===== src/rtl/shifter_seq_sll.sv =====
// shifter_seq_sll: multi-cycle logical left shifter with a start/busy/done
// handshake. It runs one binary stage per clock (1, 2, 4, 8, 16 positions),
// so every operation takes SHAMT_W cycles regardless of the shift amount.
// Optional feature macro: SHIFTER_SRL_EN. When it is defined, a captured
// function code of 6'b000010 (SRL) makes the same stages shift right instead.
module shifter_seq_sll #(
    parameter int WIDTH   = 32,
    parameter int SHAMT_W = 5
) (
    input  logic               clk,
    input  logic               reset,
    input  logic               start,
    input  logic [WIDTH-1:0]   dataA,
    input  logic [SHAMT_W-1:0] dataB,
    input  logic [5:0]         Signal,
    output logic               busy,
    output logic               done,
    output logic [WIDTH-1:0]   dataOut
);

    localparam int CNT_W = (SHAMT_W > 1) ? $clog2(SHAMT_W + 1) : 1;
    localparam logic [CNT_W-1:0] LAST_STAGE = CNT_W'(SHAMT_W - 1);

    typedef enum logic [1:0] {
        IDLE  = 2'd0,
        SHIFT = 2'd1,
        DONE  = 2'd2
    } state_t;

    state_t             state;
    state_t             state_next;
    logic [WIDTH-1:0]   acc;
    logic [SHAMT_W-1:0] amt;
    logic [CNT_W-1:0]   cnt;
    logic [SHAMT_W-1:0] stage_dist;
    logic [WIDTH-1:0]   stage_val;
    logic               accept;
    logic               last_stage;

`ifdef SHIFTER_SRL_EN
    logic [5:0]         fn;
`else
    // Function code has no effect in the left-only build.
    logic               unused_signal;
    assign unused_signal = ^Signal;
`endif

    assign busy = (state == SHIFT);
    assign done = (state == DONE);

    // State register.
    always_ff @(posedge clk or posedge reset) begin
        if (reset) begin
            state <= IDLE;
        end else begin
            state <= state_next;
        end
    end

    // Next-state logic and the value produced by the current shift stage.
    always_comb begin
        state_next = state;
        accept     = 1'b0;
        last_stage = (cnt == LAST_STAGE);
        stage_dist = SHAMT_W'(1) << cnt;
        stage_val  = acc;

        if (amt[cnt]) begin
`ifdef SHIFTER_SRL_EN
            if (fn == 6'b000010) begin
                stage_val = acc >> stage_dist;
            end else begin
                stage_val = acc << stage_dist;
            end
`else
            stage_val = acc << stage_dist;
`endif
        end

        case (state)
            IDLE, DONE: begin
                if (start) begin
                    accept     = 1'b1;
                    state_next = SHIFT;
                end else begin
                    state_next = IDLE;
                end
            end
            SHIFT: begin
                if (last_stage) begin
                    state_next = DONE;
                end
            end
            default: state_next = IDLE;
        endcase
    end

    // Operand capture, per-stage shifting and the result register.
    always_ff @(posedge clk or posedge reset) begin
        if (reset) begin
            acc     <= '0;
            amt     <= '0;
            cnt     <= '0;
            dataOut <= '0;
`ifdef SHIFTER_SRL_EN
            fn      <= '0;
`endif
        end else if (accept) begin
            acc <= dataA;
            amt <= dataB;
            cnt <= '0;
`ifdef SHIFTER_SRL_EN
            fn  <= Signal;
`endif
        end else if (state == SHIFT) begin
            acc <= stage_val;
            cnt <= cnt + CNT_W'(1);
            if (last_stage) begin
                dataOut <= stage_val;
            end
        end
    end

endmodule


===== config.mk =====
export PLATFORM = sky130hd
export DESIGN_NAME = shifter_seq_sll
export DESIGN_NICKNAME = d
export VERILOG_FILES = /design/src/rtl/shifter_seq_sll.sv
export SDC_FILE = /design/constraint.sdc
export NUM_CORES = 1
export LEC_CHECK = 0
export ABC_AREA = 1
export CORE_ASPECT_RATIO = 0.5
export CORE_UTILIZATION = 55
export DETAILED_ROUTE_END_ITERATION = 10
export GPL_ROUTABILITY_DRIVEN = 1
export GPL_TIMING_DRIVEN = 0
export PLACE_DENSITY = 0.78
export SYNTH_ARGS = -nofsm -noshare
export SYNTH_HDL_FRONTEND = slang
export SYNTH_SLANG_ARGS = --single-unit

===== constraint.sdc =====
create_clock -name clk -period 3.1 [get_ports clk]
set_input_delay 0.465 -clock clk [delete_from_list [all_inputs] [get_ports clk]]
set_output_delay 0.465 -clock clk [all_outputs]
set_load 0.005 [all_outputs]

==> run metrics <==
result of the run=finished with violations; failing checks=design-rule violations; achievable clock frequency=0.375 GHz; total iterations of the first detailed-routing run=9; number of I/O pins=80; DIE WIDTH=139 um; post-synthesis area per instance=6.63 um2; Most common cell on crit path=sky130_fd_sc_hd__nand2_1; nature of the critical path endpoint=register; startpoint type of the worst setup path=register; worst slew slack as a fraction of its limit=56.2%; biggest area contributors in the synthesized netlist=sky130_fd_sc_hd__dfrtp_1 (36%), sky130_fd_sc_hd__nand3_1 (22%), sky130_fd_sc_hd__nand2_1 (21%); commonest cells after routing, fill and taps aside=sky130_fd_sc_hd__nand2_1 (285), sky130_fd_sc_hd__nand3_1 (232), sky130_fd_sc_hd__dfrtp_1 (74); Leak Pwr=3.16 nW; min Tclk post-route=2670 ps; share of flip-flops with an asynchronous set or reset after synthesis=100%; synth unique cells=30; setup repair after global routing missed its margin=false; cts hold-fix bufs=0; slowest CP cell=sky130_fd_sc_hd__dfrtp_1; Crit path max-delay family=simple AND/OR/NAND/NOR gates; vias in the first global route=5543; Port Buf Inserts=73; residual antenna-violating net count after detailed routing=0; root buffer cell=sky130_fd_sc_hd__clkbuf_16; commonest non-fill, non-tap cell in the layout=sky130_fd_sc_hd__nand2_1; total standard cell area after synthesis=5160 um2; Clock Sinks=74; buffer depth of the longest clock path=2; fraction of power consumed by the clock network=12.4%; register bit count reported by yosys=74; detailed-placement wirelength estimate=13900 um; setup total negative slack=0 ps; power share of the sequential group=21.1%; area share of the largest cell type after synthesis=35.9%; largest stage delay on the critical path=450 ps; final-layout worst hold slack=391 ps; clock buffer count from CTS=9; total track usage=39.1%; count of unresolved DRC violations after routing=4; switching part of the total=52.9%; total power density per cell area=1390 nW/um2; max-cap viol count=0; n_diodes=0; Slew @ Worst Pin=658 ps; clock transition time at the flip-flop clock pins of the worst setup and hold paths=60 ps; highest net fanout along the worst path=10; final number of setup-violating endpoints=0; CTS tree=done; die extent in y=70.5 um; dominant synthesized flop cell=sky130_fd_sc_hd__dfrtp_1; global-route wire length before repair=28900 um; post-CTS repair timing setup buffer count=0; layout net count=915; effective utilization at floorplan=57.9%; sequential fraction of the synthesis area=35.9%; count of flip-flops with a built-in enable after synthesis=0; Placer Congestion=1.02; Layout area overhead=23.6%; endpoint arrival time on the critical path=2950 ps; clk_lat worst skew=340 ps; total non-filler cell area in the finished layout=6380 um2; Buf+Inv Stages, Crit Path=4; category of the most critical setup path=register to register; synthesized instance count=779; WL final=18400 um; data required time of the worst path=3380 ps; Int Power=0.00418 W; part of the power in combinational logic=66.5%; number of DRC markers after the initial detailed-route iteration=838; worst path cell trace=inv_2 -> ha_1 -> buf_4 -> nand2_1 -> inv_2 -> a21oi_4 -> buf_4 -> nand3_1 -> nand3_1 -> nand2_1 -> nand2_1; count of H-tree levels built during CTS=3; Die Footprint=9810 um2; Crit path depth=11; HP Class=primary input to asynchronous set/reset pin; fin crit share=86.1%; GRT Residual Overflow=0; max-slew violations=0; YS warnings=0; post-route clock skew=6.08 ps; switching power total=0.00469 W; placed cells=970; net count of the mapped netlist=830; Placed Instance Area=6070 um2; maximum number of pins on one net before global-route repair=61; routed via count divided by cell count=6.13; proportion of layout cells with a drive suffix above 1=8.86%; final non-filler cell total=986; area of the core=8920 um2; site row count=24; count of cells resized by post-cts repair=0; antenna violations before repair=0; final hold violation count=0; Routed WL per cell=18.7 um; worst r2r path cells=11; cell type with the highest aggregate area in the netlist=sky130_fd_sc_hd__dfrtp_1; total vias in the final route=6044; VDD IR-drop max=0.643 mV
[synth_stat cells (4+ instances only)]
library cell / instances
sky130_fd_sc_hd__buf_2: 23
sky130_fd_sc_hd__o22ai_2: 6
sky130_fd_sc_hd__nor2_1: 8
sky130_fd_sc_hd__nand3_1: 232
sky130_fd_sc_hd__buf_6: 4
sky130_fd_sc_hd__inv_2: 8
sky130_fd_sc_hd__dfrtp_1: 74
sky130_fd_sc_hd__a22o_1: 9
sky130_fd_sc_hd__ha_1: 5
sky130_fd_sc_hd__inv_1: 53
sky130_fd_sc_hd__buf_4: 6
sky130_fd_sc_hd__clkbuf_1: 11
sky130_fd_sc_hd__nand2_1: 285
sky130_fd_sc_hd__o21ai_0: 19
sky130_fd_sc_hd__o21ai_1: 6
[area by class of cell]
class	count	area [um2]
buffer	46	254
clock buffer	10	239
clock inverter	6	72.6
fill	766	2530
inverter	62	235
multi-input combinational	597	2830
sequential	74	1850
tap	117	146
timing repair buffer	74	758
[power by group through the flow]
stage,registers (W),logic [W],clock network (W)
global route,0.00191,0.00644,0.00113
detailed placement,0.00187,0.00563,0
finish,0.00187,0.00590,0.00110
global placement,0.00185,0.00551,0
floorplan,0.00174,0.00395,0
CTS,0.00185,0.00571,0.00109
[kinds of logic (layout without fill, tap and decap cells)]
family	after synthesis	count (layout)	share of synthesized area, %
adder cells (fa/ha/maj)	5	5	1.21
AO/OA/AOI/OAI	54	54	7.58
buffers and inverters	108	198	9.42
flip-flops	74	74	35.9
AND/OR/NAND/NOR	538	538	45.9
[layer usage]
layer | vias to the layer above | global-route usage [%] | routed length, um
met4 | 0 | 11.2 | 454
met3 | 53 | 14.1 | 2630
met5 | - | 0 | 0
met2 | 423 | 59.4 | 7790
met1 | 2824 | 52.7 | 7570
li1 | 2744 | - | -
[per-stage QoR]
step	total power, W	worst slack (ps)	util, %
2_1_floorplan	0.00569	753	-
3_3_place_gp	0.00736	-477	67.7
3_5_place_dp	0.00749	559	68.1
4_1_cts	0.00865	553	71.6
5_1_grt	0.00948	353	71.6
6_report	0.00887	430	71.6
[final timing paths]
kind	endpoint	slack, ps	startpoint
min	dataOut[6]	390	reset
max in group asynchronous	dataOut[22]	2140	reset
min reg2reg	dataOut[2]	480	dataOut[2]
min in group clk	dataOut[2]	480	dataOut[2]
max reg2reg	acc[28]	430	cnt[0]
max	acc[28]	430	cnt[0]
[worst reg2reg max path, delay by kind of cell, from the launching register on]
family          cells  cell delay [ps]
compound gates      1              330
fa+ha+maj           1              250
buf+inv             4              740
flops               1              450
simple gates        5              840
[registers in the layout, indices dropped and copies added (netlist names)]
| signal | count |
|---|---|
| dataOut | 32 |
| cnt | 3 |
| acc | 32 |
| amt | 5 |
| state | 2 |
Note: power is estimated with default switching activity, not from simulation.
